[src/rtl/uart_work_rx.sv]
// uart_work_rx: hunts a sync byte in the uart byte stream and assembles checksum-verified work packets (rdy/rx_byte in, rdy_clr ack, work_data/work_valid, crc_err, timeout_err out)
module uart_work_rx #(
  parameter int PAYLOAD_BYTES = 44,
  parameter logic [7:0] SYNC_BYTE = 8'h55,
  parameter int TIMEOUT_CYCLES = 50000
) (
  input  logic clk_50m,
  input  logic rst_n,
  input  logic rdy,
  input  logic [7:0] rx_byte,
  output logic rdy_clr,
  output logic [8*PAYLOAD_BYTES-1:0] work_data,
  output logic work_valid,
  output logic crc_err,
  output logic timeout_err
);
  localparam int W = 8*PAYLOAD_BYTES;
  localparam int BW = $clog2(PAYLOAD_BYTES);
  localparam int IW = $clog2(TIMEOUT_CYCLES);
  typedef enum logic [1:0] {HUNT, PAYLOAD, CHECK} state_t;
  state_t state;
  logic [BW-1:0] byte_cnt;
  logic [IW-1:0] idle_cnt;
  logic [7:0] csum;
  logic [W-1:0] shadow;
  logic accept, expire;
  assign accept = rdy && !rdy_clr;
  assign expire = state != HUNT && !accept && idle_cnt == IW'(TIMEOUT_CYCLES-1);
  always_ff @(posedge clk_50m or negedge rst_n) begin
    if (!rst_n) begin
      state <= HUNT;
      byte_cnt <= '0;
      idle_cnt <= '0;
      csum <= '0;
      shadow <= '0;
      rdy_clr <= 1'b0;
      work_data <= '0;
      work_valid <= 1'b0;
      crc_err <= 1'b0;
      timeout_err <= 1'b0;
    end else begin
      rdy_clr <= accept;
      work_valid <= 1'b0;
      crc_err <= 1'b0;
      timeout_err <= expire;
      idle_cnt <= (state == HUNT || accept || expire) ? '0 : idle_cnt + 1'b1;
      if (expire) begin
        state <= HUNT;
        byte_cnt <= '0;
      end else if (accept) begin
        case (state)
          HUNT: begin
            state <= (rx_byte == SYNC_BYTE) ? PAYLOAD : HUNT;
            byte_cnt <= '0;
            csum <= '0;
          end
          PAYLOAD: begin
            shadow <= {shadow[W-9:0], rx_byte};
            csum <= csum ^ rx_byte;
            state <= (byte_cnt == BW'(PAYLOAD_BYTES-1)) ? CHECK : PAYLOAD;
            byte_cnt <= (byte_cnt == BW'(PAYLOAD_BYTES-1)) ? '0 : byte_cnt + 1'b1;
          end
          default: begin
            work_data <= (rx_byte == csum) ? shadow : work_data;
            work_valid <= rx_byte == csum;
            crc_err <= rx_byte != csum;
            state <= HUNT;
          end
        endcase
      end
    end
  end
endmodule

[config.mk]
export PLATFORM = sky130hd
export DESIGN_NAME = uart_work_rx
export DESIGN_NICKNAME = d
export VERILOG_FILES = /design/src/rtl/uart_work_rx.sv
export SDC_FILE = /design/constraint.sdc
export NUM_CORES = 1
export LEC_CHECK = 0
export CAP_MARGIN = 20
export CORE_MARGIN = 5
export CORE_UTILIZATION = 45
export CTS_BUF_LIST = sky130_fd_sc_hd__clkbuf_16
export DETAILED_ROUTE_END_ITERATION = 6
export PLACE_DENSITY = 0.67
export RECOVER_POWER = 100
export SYNTH_ARGS = -nofsm -noshare
export SYNTH_HDL_FRONTEND = slang
export SYNTH_SLANG_ARGS = --single-unit
[constraint.sdc]
create_clock -name clk_50m -period 3.5 [get_ports clk_50m]
set_input_delay 0.35 -clock clk_50m [delete_from_list [all_inputs] [get_ports clk_50m]]
set_output_delay 0.35 -clock clk_50m [all_outputs]
set_load 0.1 [all_outputs]
Yosys cells after proc, flatten, opt, wreduce, memory -nomap -nowiden
Cells that the tools add are included.
- register bits: 740
- bits of input ports: 11
- output and inout port bits: 356
- logic and storage cells: 55
- $add $sub $neg: 2
- equality and inequality tests: 6
- mux-type cells: 17
- bitwise operators: 3
- reduce and logical (&&, ||, !) cells: 17
- operator list (cell ; count):
    6-bit 2-to-1 mux ; 3
    16-bit by 1-bit adder with 16-bit output (second input constant) ; 1
    16-bit == test (second input constant) ; 1
    16-bit 2-to-1 mux ; 1
    8-bit case mux with 2 select lines ; 1
    6-bit case mux with 2 select lines ; 1
    8-bit by 7-bit == test with 1-bit output (second input constant) ; 1
    8-bit == test ; 1
    8-bit != test ; 1
    8-bit XOR ; 1
    1-bit 2-to-1 mux ; 7
    6-bit by 1-bit adder with 6-bit output (second input constant) ; 1
    6-bit == test (second input constant) ; 1
    2-bit 2-to-1 mux ; 3
    3-bit AND reduction ; 2
    2-bit nonzero test ; 3
    2-bit case mux with 2 select lines ; 1
    4-bit AND reduction ; 1
    1-bit logical AND ; 3
    3-bit nonzero test ; 1
    2-bit by 1-bit == test with 1-bit output (second input constant) ; 1
    1-bit logical NOT ; 2
    2-bit logical NOT ; 1
    1-bit logical OR ; 2
    3 further kinds ; 4

Longest topological paths before layout
- depth after elaboration: 7
- depth in mapped cells: 8
- mapped depth without buffers: 5

Least setup slack after synthesis
Ideal clock, no wire load.
- kind: reg2reg
- from: reg rdy_clr
- to: reg work_data[238]
- setup time: 0.125 ns
- arrival: 2.411 ns
- slack: 0.963 ns
- cell stages (with the launch flop): 9
- path buffers: 3
- clock period less this slack: 2.537 ns
- cells stage by stage: dfrtp_1 > nand2b_1 > inv_1 > nand2_1 > nor3_1 > buf_2 > clkbuf_1 > buf_2 > mux2_2
- longest elaborated chain between the ends: 7
- RTL lines (what ; RTL line ; RTL):
    start: declaration ; 11 ; output logic rdy_clr,
    start signal: assignment ; 42 ; rdy_clr <= accept;
    1-bit logical NOT * ; 27 ; assign accept = rdy && !rdy_clr;
    1-bit logical AND * ; 27 ;
    net accept ; 26 ; logic accept, expire;
    1-bit logical NOT ; 28 ; assign expire = state != HUNT && !accept && idle_cnt == IW'(TIMEOUT_CYCLES-1);
    1-bit logical AND (2 in a row) ; 28 ;
    1-bit NOT (no source line) ; -- ;
    4-bit AND reduction (no source line) * ; -- ;
    end signal: assignment ; 64 ; work_data <= (rx_byte == csum) ? shadow : work_data;
    end: declaration ; 12 ; output logic [8*PAYLOAD_BYTES-1:0] work_data,
The timed path passes the listed nets; every way through them passes the cells marked *.
A chain may end at the register's enable or synchronous reset.

Worst setup path after layout
- from: reg csum[5]
- to: reg work_data[126]
- longest elaborated chain between the ends: 2
- RTL lines (what ; RTL line ; RTL):
    start: declaration ; 24 ; logic [7:0] csum;
    start signal: assignment ; 59 ; csum <= csum ^ rx_byte;
    8-bit == test ; 64 ;
    4-bit AND reduction (no source line) ; -- ;
No other way between the ends.

==> metrics.yaml <==
global_routing:
  grt_pass1_wl_um: 107800
  antenna_found_initial: 0
  track_usage: 0.1984
  grt_max_degree: 134
  grt.overflow.total: 0
  grt_pass1_vias: 19170
clocking:
  cts.repair.resized: 0
  tritoncts: "yes"
  hold_buffers: 1
  clk_pin_slew_ns: 0.06
  clk_latency_ns: 0.61
  cts_max_path_buffers: 3
  cts_buffers: 79
  cts_sinks: 740
  cts_max_level: 3
  post_cts_buffers: 0
  cts_root_buf: "clkbuf_16"
critical_path:
  timing.rr.start: "csum[5]$_DFFE_PN0P_"
  cp_top_family: "buffers and inverters"
  crit_start: "csum[5]$_DFFE_PN0P_"
  path_buf_inv: 2
  critPathLaunchType: "flip-flop"
  worstSetupPathType: "flip-flop to flip-flop"
  endpoint_kind: "flip-flop"
  cpMaxStageDelayCell: "clkbuf_4"
  worst-path-stages: 6
  crit_chain: "xnor2_1 -> nand4_1 -> nor3_1 -> buf_4 -> clkbuf_4 -> mux2_2"
  critPathArrivalTime_ns: 3.36
  worst-endpoint-required_ns: 3.98
  worst-path-max-fanout: 78
  r2r_cells: 6
  max_stage_delay_ns: 0.85
yosys:
  synthAdderAreaFrac: 0.0009005
  postSynthCellCount: 2403
  synth_most_common_cell: "nand2_1"
  yosysTopAreaCell: "dfrtp_1"
  synth_top_cell_area_share: 0.6663
  synthesis.nets: 2416
  synth_compound_area_frac: 0.007249
  ys_ff_latch: 740
  synth_area_um2: 27790
  synth-xor-area-share: 0.006934
  avgSynthCellArea_um2: 11.56
  synth_top_family_by_area: "simple AND/OR/NAND/NOR gates"
  synth_area_leaders: "dfrtp_1 67%, nand2_1 14%, mux2_2 14%"
  synth_warnings: 0
  ys.flop_type: "dfrtp_1"
  synth_edf_count: 0
  yosys.cell_types.count: 40
  synth_common_cells: "1060 x nand2_1, 740 x dfrtp_1, 353 x mux2_2"
  synth.area.mux_share: 0.1430
  synth_simple_gate_area_share: 0.1571
  seq_area_frac_synth: 0.6663
  async_flop_share: 1.000
hold_path:
  hold_path_class: "input port to flip-flop"
  hold_depth: 3
  worstHoldStart: "rx_byte[0]"
timing:
  finalSetupViolations: 0
  layout_min_cycle_time_ns: 2.885
  fin_setup_tns_ns: 0
  fmax_mhz: 346.6
  rsz0062_at_grt: "false"
  slew_violations: 73
  worst_slack_ns: 0.6151
  maxSlewHeadroom: -0.5471
  skew_ns: 0.01554
  worst_pin_slew_ns: 2.321
  min_period_over_period: 0.8242
  hold_violations: 0
final_layout:
  drive_gt1_frac: 0.1808
  fin_util: 0.5681
  fin_nets: 2784
  antenna_cells: 0
  area_growth_pct: 25.68
drt:
  drtIter0Drc: 1065
  ant_nets: 0
  drc: 0
  first_pass_iters: 5
  wl_per_cell_um: 18.28
  vias: 18180
  viasPerCell: 5.020
  totalWireLength_um: 66210
floorplanning:
  dieHeight_um: 258.5
  fp.coreArea_um2: 61480
  pin_count: 367
  fp-row-count: 91
  start_util: 0.4520
  die_w_um: 258.5
  dieArea_um2: 66830
pwr:
  p_per_area_nw_per_um2: 521.2
  power.leakage_nw: 19.32
  worst_ir_drop_vdd_mv: 0.3917
placed_design:
  place_congestion: 0.8243
  place_worst_setup_slack_ns: 0.7289
  io_buffers: 366
  hpwl_um: 43510
status:
  outcome: "complete, but fails checks"
  violations: "max-capacitance violations, max-slew violations"
flow_run:
  max-cap-violations: 1
-- placed cells by master (no fill, tap or decap), drive strengths merged, types with 3 or more instances in the layout --
master,Yosys,layout
clkdlybuf4s50,0,9
clkinv,0,34
bufinv,0,9
buf,39,29
clkbuf,83,97
clkinvlp,0,3
nor2b,3,3
mux2,353,353
nand2,1060,1060
inv,4,19
xnor2,12,12
xor2,10,10
dfrtp,740,740
nand4,9,9
dlygate4sd3,0,355
nand3,8,8
and4,4,4
o21ai,19,19
nor2,28,28
-- worst paths after layout --
kind / to / slack (ns)
worst min-delay path: shadow[0]$_DFFE_PN0P_ / 0.45
worst min register to register: shadow[348]$_DFFE_PN0P_ / 0.48
worst max register to register: work_data[126]$_DFFE_PN0P_ / 0.62
max in group asynchronous: shadow[298]$_DFFE_PN0P_ / 0.86
worst max-delay path: work_data[126]$_DFFE_PN0P_ / 0.62
min in group asynchronous: work_valid$_DFF_PN0_ / 0.97
-- registers in the layout, summed over array words and instances, names as in the netlist --
signal       count
csum             8
rdy_clr          1
work_valid       1
shadow         352
crc_err          1
timeout_err      1
byte_cnt         6
work_data      352
idle_cnt        16
state            2
-- power breakdown --
group	total (W)	internal (W)	switching, W
Combinational	0.000825	0.000212	0.000613
Clock	0.00823	0.00487	0.00336
Sequential	0.00915	0.00887	0.000285
Total	0.0182	0.0139	0.00426
-- stage by stage --
| step | power, W | area [um^2] | hold slack (ns) | std cells |
|---|---|---|---|---|
| 5_1_grt | 0.01898 | 34930 | 0.4374 | 3622 |
| 2_1_floorplan | 0.009665 | 27790 | 0.05441 | 2403 |
| 3_5_place_dp | 0.01017 | 32510 | 0.4104 | 3479 |
| 4_1_cts | 0.01850 | 35080 | 0.3531 | 3622 |
| 6_report | 0.01820 | 34930 | 0.4466 | 3622 |
| 3_3_place_gp | 0.01013 | 32510 | 0.3974 | 3479 |
-- worst register-to-register path: stages, from the launching register on --
cell	delay [ns]
dfrtp_1	0.41
xnor2_1	0.17
nand4_1	0.16
nor3_1	0.42
buf_4	0.22
clkbuf_4	0.85
mux2_2	0.54
-- kinds of logic after synthesis --
family                   count (synthesis)
AO/OA/AOI/OAI                           31
XOR/XNOR                                22
adder cells (fa/ha/maj)                  2
buffers and inverters                  126
flip-flops                             740
multiplexers                           353
AND/OR/NAND/NOR                       1129
-- layer usage --
layer / track usage / vias up / share of wire
met5: 0 / - / 0
met4: 0.04323 / 0 / 0.015
met3: 0.06430 / 77 / 0.072
met2: 0.3249 / 370 / 0.49
met1: 0.2626 / 9266 / 0.43
li1: - / 8470 / -
-- final cells by class --
class | count | area, um^2
well taps | 790 | 988.4
clock buffers | 81 | 2027
multi-input cells | 1537 | 8750
inverters | 4 | 15.01
flip-flops and latches | 740 | 18520
clock inverters | 61 | 529.3
fillers | 5093 | 26560
repair buffers | 409 | 4100
Power figures use the tool's default switching activity.
